## src/rtl/shifter_pipe.sv

```systemverilog
// Pipelined barrel shifter (SLL/SRL/SRA/ROL/ROR) with elastic valid/ready stages.
// Also reports the last bit shifted or rotated out on carry_o.
module shifter_pipe #(
   parameter int  DATA_W  = 64,
   parameter int  STAGES  = 2,
   localparam int SHAMT_W = $clog2(DATA_W)
) (
   input  logic               clk_i,
   input  logic               rst_n_i,
   input  logic               in_valid_i,
   output logic               in_ready_o,
   input  logic [2:0]         mode_i,
   input  logic [SHAMT_W-1:0] shamt_i,
   input  logic [DATA_W-1:0]  data_i,
   output logic               out_valid_o,
   input  logic               out_ready_i,
   output logic [DATA_W-1:0]  data_o,
   output logic               carry_o
);

   localparam logic [2:0] M_SLL = 3'b000;
   localparam logic [2:0] M_SRL = 3'b001;
   localparam logic [2:0] M_SRA = 3'b010;
   localparam logic [2:0] M_ROL = 3'b100;
   localparam logic [2:0] M_ROR = 3'b101;
   localparam logic [DATA_W-1:0] ONE = {{(DATA_W-1){1'b0}}, 1'b1};

   typedef struct packed {
      logic [2:0]         mode;
      logic [SHAMT_W-1:0] sh;
      logic               carry;
      logic [DATA_W-1:0]  data;
   } pl_t;

   // Last log level (inclusive) handled before register stage s; s = -1 gives -1.
   function automatic int lvl_hi(input int s);
      if (STAGES == 0) return SHAMT_W - 1;
      return (SHAMT_W * (s + 1) + STAGES - 1) / STAGES - 1;
   endfunction

   // One log level: shift by 2^k when shamt bit k is set. The carry left behind by
   // the highest applied level is the overall last bit out, so it is simply overwritten.
   function automatic pl_t level_op(input pl_t p, input int k);
      pl_t                r;
      logic [SHAMT_W-1:0] sh_k;
      int                 amt;
      r    = p;
      amt  = 1 << k;
      sh_k = p.sh >> k;
      if (sh_k[0]) begin
         case (p.mode)
            M_SLL: begin
               r.data  = p.data << amt;
               r.carry = |(p.data & (ONE << (DATA_W - amt)));
            end
            M_SRL: begin
               r.data  = p.data >> amt;
               r.carry = |(p.data & (ONE << (amt - 1)));
            end
            M_SRA: begin
               r.data  = $signed(p.data) >>> amt;
               r.carry = |(p.data & (ONE << (amt - 1)));
            end
            M_ROL: begin
               r.data  = (p.data << amt) | (p.data >> (DATA_W - amt));
               r.carry = |(p.data & (ONE << (DATA_W - amt)));
            end
            M_ROR: begin
               r.data  = (p.data >> amt) | (p.data << (DATA_W - amt));
               r.carry = |(p.data & (ONE << (amt - 1)));
            end
            default: r = p;
         endcase
      end
      return r;
   endfunction

   pl_t in_pl;
   assign in_pl = {mode_i, shamt_i, 1'b0, data_i};

   if (STAGES == 0) begin : g_comb
      pl_t res;
      always_comb begin
         res = in_pl;
         for (int k = 0; k < SHAMT_W; k++) res = level_op(res, k);
      end
      assign out_valid_o = in_valid_i;
      assign in_ready_o  = out_ready_i;
      assign data_o      = res.data;
      assign carry_o     = res.carry;
   end else begin : g_pipe
      pl_t               src  [STAGES];
      pl_t               pl_d [STAGES];
      pl_t               pl_q [STAGES];
      logic [STAGES-1:0] vld_q;
      logic [STAGES-1:0] up_vld;
      logic [STAGES:0]   rdy;

      always_comb begin
         src[0]    = in_pl;
         up_vld[0] = in_valid_i;
         for (int s = 1; s < STAGES; s++) begin
            src[s]    = pl_q[s-1];
            up_vld[s] = vld_q[s-1];
         end
         for (int s = 0; s < STAGES; s++) begin
            pl_d[s] = src[s];
            for (int k = 0; k < SHAMT_W; k++) begin
               if (k > lvl_hi(s - 1) && k <= lvl_hi(s)) pl_d[s] = level_op(pl_d[s], k);
            end
         end
         // A stage may load when it is empty or its content moves on this cycle.
         rdy[STAGES] = out_ready_i;
         for (int s = STAGES - 1; s >= 0; s--) rdy[s] = ~vld_q[s] | rdy[s+1];
      end

      always_ff @(posedge clk_i or negedge rst_n_i) begin
         if (!rst_n_i) begin
            vld_q <= '0;
            for (int s = 0; s < STAGES; s++) pl_q[s] <= '0;
         end else begin
            for (int s = 0; s < STAGES; s++) begin
               if (rdy[s]) begin
                  vld_q[s] <= up_vld[s];
                  if (up_vld[s]) pl_q[s] <= pl_d[s];
               end
            end
         end
      end

      assign in_ready_o  = rdy[0];
      assign out_valid_o = vld_q[STAGES-1];
      assign data_o      = pl_q[STAGES-1].data;
      assign carry_o     = pl_q[STAGES-1].carry;
   end

endmodule

```

## config.mk

```make
export PLATFORM = sky130hd
export DESIGN_NAME = shifter_pipe
export DESIGN_NICKNAME = d
export VERILOG_FILES = /design/src/rtl/shifter_pipe.sv
export SDC_FILE = /design/constraint.sdc
export NUM_CORES = 1
export LEC_CHECK = 0
export BUFFER_PORTS_ARGS = -buffer_cell sky130_fd_sc_hd__buf_2
export CORE_UTILIZATION = 46
export CTS_CLUSTER_DIAMETER = 150
export DETAILED_ROUTE_END_ITERATION = 16
export GPL_ROUTABILITY_DRIVEN = 0
export SYNTH_ARGS = -nofsm -noshare
export SYNTH_HDL_FRONTEND = slang
export SYNTH_SLANG_ARGS = --single-unit
```

## constraint.sdc

```tcl
create_clock -name clk_i -period 2.95 [get_ports clk_i]
set_clock_uncertainty 0.1 [all_clocks]
set_input_delay 0.59 -clock clk_i [delete_from_list [all_inputs] [get_ports clk_i]]
set_output_delay 0.59 -clock clk_i [all_outputs]
set_load 0.005 [all_outputs]
```

==> flow_summary_export.csv <==
group,metric,value,unit
run_status,outcome,"completed",
yosys,synth_area_leaders,"dfrtp_1 23%, o21ai_0 6.3%, o22ai_1 6.3%, mux2i_1 5.3%, o221ai_1 5.2%",
power,cellPowerDensity,623,nW/um^2
power,leakagePower,6.64,nW
sta,fmax,360,MHz
sta,relSlewSlack,0.445,
yosys,postSynthAreaPerCell,7.58,sq um
global_routing,grt_pass1_wl,107,mm
sta,whs,45.3,ps
yosys,syn_inst,1983,
floorplanning,top_level_ports,144,
global_routing,antenna_found_initial,2,
place,dp_hpwl,50.6,mm
run,maxCapViolCount,0,
final_layout,layout.cells.non_filler,2487,
power,p_sw_frac,0.446,
yosys,synthAdderAreaFrac,0,
yosys,synth_flop_cell,"dfrtp_1",
yosys,synth_top_cell_by_area,"dfrtp_1",
critical_path,cp_cell_sequence,"o21ai_1, buf_4, nand2_1, buf_4, and3_1, a21oi_1, and3_1",
yosys,ys_types,82,
drt,drt-total-wl,69.6,mm
power,p_seq_frac,0.304,
yosys,yosys_warnings,0,
power,power_frac_comb,0.474,
critical_path,crit_path_top_delay_cell,"dfrtp_4",
drt,detail-route-antenna-nets,0,
yosys,synth_top_family_by_area,"compound AO/OA/AOI/OAI gates",
final_layout,fin_nets,2114,
floorplanning,coreArea,31900,sq um
clock_tree,insertion_delay,450,ps
drt,dr.pass1.iters,9,
sta,min_period,2780,ps
yosys,yosys.area_share.simple,0.142,
drt,drc,0,
critical_path,end_kind,"flip-flop",
critical_path,worst_ep_arrival_time,3000,ps
floorplanning,die_h,183,um
critical_path,path_max_fanout,28,
place,place_inst,2453,
yosys,ys_seq_area_frac,0.230,
final_layout,drive_gt1_frac,0.228,
clock_tree,htree_levels,4,
yosys,yosysTopAreaCellShare,0.230,
critical_path,path_buf_inv,2,
clock_tree,cts.clk_slew.worst_paths,60,ps
yosys,synth_fp_nets,2060,
sta,fin_setup_tns,0,ps
global_routing,grt_pass1_vias,17100,
sta,finalSetupViolations,0,
drt,routed-via-count,18700,
sta,finalMaxSlewViolations,0,
power,ir_drop,0.450,mV
yosys,synth_xor_area_frac,0,
floorplanning,start_util,0.472,
drt,routedWlPerCell,28.0,um
floorplanning,rows,65,
final_layout,area.growth.synth_to_final,13.1,%
power,clkPwrFrac,0.222,
floorplanning,die_w,183,um
yosys,async_reset_ff_frac,1.00,
hold_path,hold_path.class,"input pin to async pin",
critical_path,critPathMaxStageDelay,620,ps
global_routing,grt_start_max_net_pins,73,
clock_tree,cts_sinks,138,
clock_tree,clk_path_buf_depth,2,
drt,drt_iter0_drc,3047,
drt,routed_via_density,7.52,
clock_tree,cts_buffers,17,
sta,hold_violations,0,
place,port_buffers,143,
floorplanning,die_area,33400,sq um
power,power.switching,4.72,mW
yosys,ys_ff_latch,138,
yosys,syn-cell-area,15000,sq um
yosys,synth_compound_area_frac,0.445,
critical_path,path_class,"flip-flop to flip-flop",
yosys,synth_edf_count,0,
sta,rsz0062_at_grt,"false",
yosys,muxShareOfSynthArea,0.0855,
critical_path,cp.depth,7,
power,intPower,5.87,mW
global_routing,grt-ovfl-total,0,
critical_path,start_kind,"flip-flop",
critical_path,required,3170,ps
critical_path,reg2regPathDepth,7,
sta,tightest_slew,830,ps
clock_tree,root_buffer,"clkbuf_16",
clock_tree,cts_tree,"done",
global_routing,gr-usage-all-layers,0.411,
critical_path,regToRegSetupSlack,170,ps
sta,min_period_over_period,0.942,
critical_path,crit_family,"simple AND/OR/NAND/NOR gates",
[registers in the layout, summed over array words and instances, names as in the netlist]
signal,cells
g_pipe.pl_q,71
data_o,64
g_pipe.vld_q,2
carry_o,1
[cells by family after synthesis]
family          count (synthesis)
compound gates                956
buf+inv                       292
flops                         138
mux                           123
simple gates                  474
[power groups by stage]
stage,Combinational [mW],Clock [mW],Sequential (mW)
2_1_floorplan,3.54,0,2.83
3_3_place_gp,4.77,0,3.19
3_5_place_dp,4.81,0,3.21
4_1_cts,4.84,2.34,3.18
5_1_grt,5.34,2.42,3.26
6_report,5.02,2.35,3.23
[per-layer routing]
metal / up-vias / wire (um) / global-route usage / share of wire
met5: - / 0 / 0 / 0
met4: 0 / 4860 / 0.257 / 0.070
met3: 386 / 8260 / 0.0909 / 0.12
met2: 1639 / 30000 / 0.624 / 0.43
met1: 8795 / 26500 / 0.529 / 0.38
li1: 7879 / - / - / -
[cells in the final DEF, fill, tap and decap left out, types with 32 or more instances in the layout]
cell type | Yosys | final
a21oi_1 | 136 | 135
buf_2 | 52 | 141
buf_4 | 70 | 153
dfrtp_1 | 138 | 135
mux2_2 | 44 | 44
mux2i_1 | 79 | 79
nand2_1 | 178 | 176
nand3_1 | 38 | 38
nor2_1 | 138 | 133
nor3_1 | 37 | 37
o211ai_1 | 32 | 32
o21ai_0 | 189 | 188
o221a_2 | 43 | 43
o221ai_1 | 89 | 89
o22ai_1 | 151 | 151
[final timing paths]
kind | endpoint | start
worst min-delay path | data_o[27]$_DFFE_PN0P_ | rst_n_i
worst max register to register | data_o[52]$_DFFE_PN0P_ | g_pipe.pl_q[146]$_DFFE_PN0P_
min in group clk_i | g_pipe.pl_q[143]$_DFFE_PN0P_ | shamt_i[4]
worst min register to register | data_o[4]$_DFFE_PN0P_ | data_o[4]$_DFFE_PN0P_
max in group asynchronous | g_pipe.pl_q[132]$_DFFE_PN0P_ | rst_n_i
worst max-delay path | data_o[52]$_DFFE_PN0P_ | g_pipe.pl_q[146]$_DFFE_PN0P_
[area by class of cell]
| type | instances | area (sq um) |
|---|---|---|
| well taps | 435 | 544 |
| clock inverters | 12 | 173 |
| clock buffers | 20 | 447 |
| inverters | 18 | 67.6 |
| diodes | 2 | 5.00 |
| multi-input cells | 1553 | 10200 |
| fillers | 3086 | 14900 |
| repair buffers | 309 | 2150 |
| flip-flops and latches | 138 | 3460 |
[cell usage after synthesis, types with 11 or more instances]
master    instances
a211oi_1         30
a21o_1           29
a21oi_1         136
a221oi_1         24
a22oi_1          28
a31oi_1          29
a32oi_1          13
buf_1            18
buf_2            52
buf_4            70
clkbuf_1        128
dfrtp_1         138
inv_1            17
mux2_2           44
mux2i_1          79
nand2_1         178
nand2b_1         21
nand3_1          38
nor2_1          138
nor3_1           37
o211ai_1         32
o21ai_0         189
o21ai_1          11
o221a_2          43
o221ai_1         89
o22ai_1         151
o311ai_0         12
o32a_1           11
o32ai_1          12
[what timing repair did]
item	4_1_cts	5_1_grt
hold buffers	0	0
buffers inserted	0	0
endpoints found under the setup margin	0	1
gates resized for setup	0	1
[metrics by stage]
stage	power (mW)	util	setup WS (ps)	area (sq um)
finish	10.6	0.534	170	17000
detailed placement	8.02	0.514	123	16400
global placement	7.96	0.514	186	16400
global route	11.0	0.534	54.5	17000
CTS	10.4	0.533	215	17000
floorplan	6.37	-	548	15000
(Power assumes the default switching activity.)
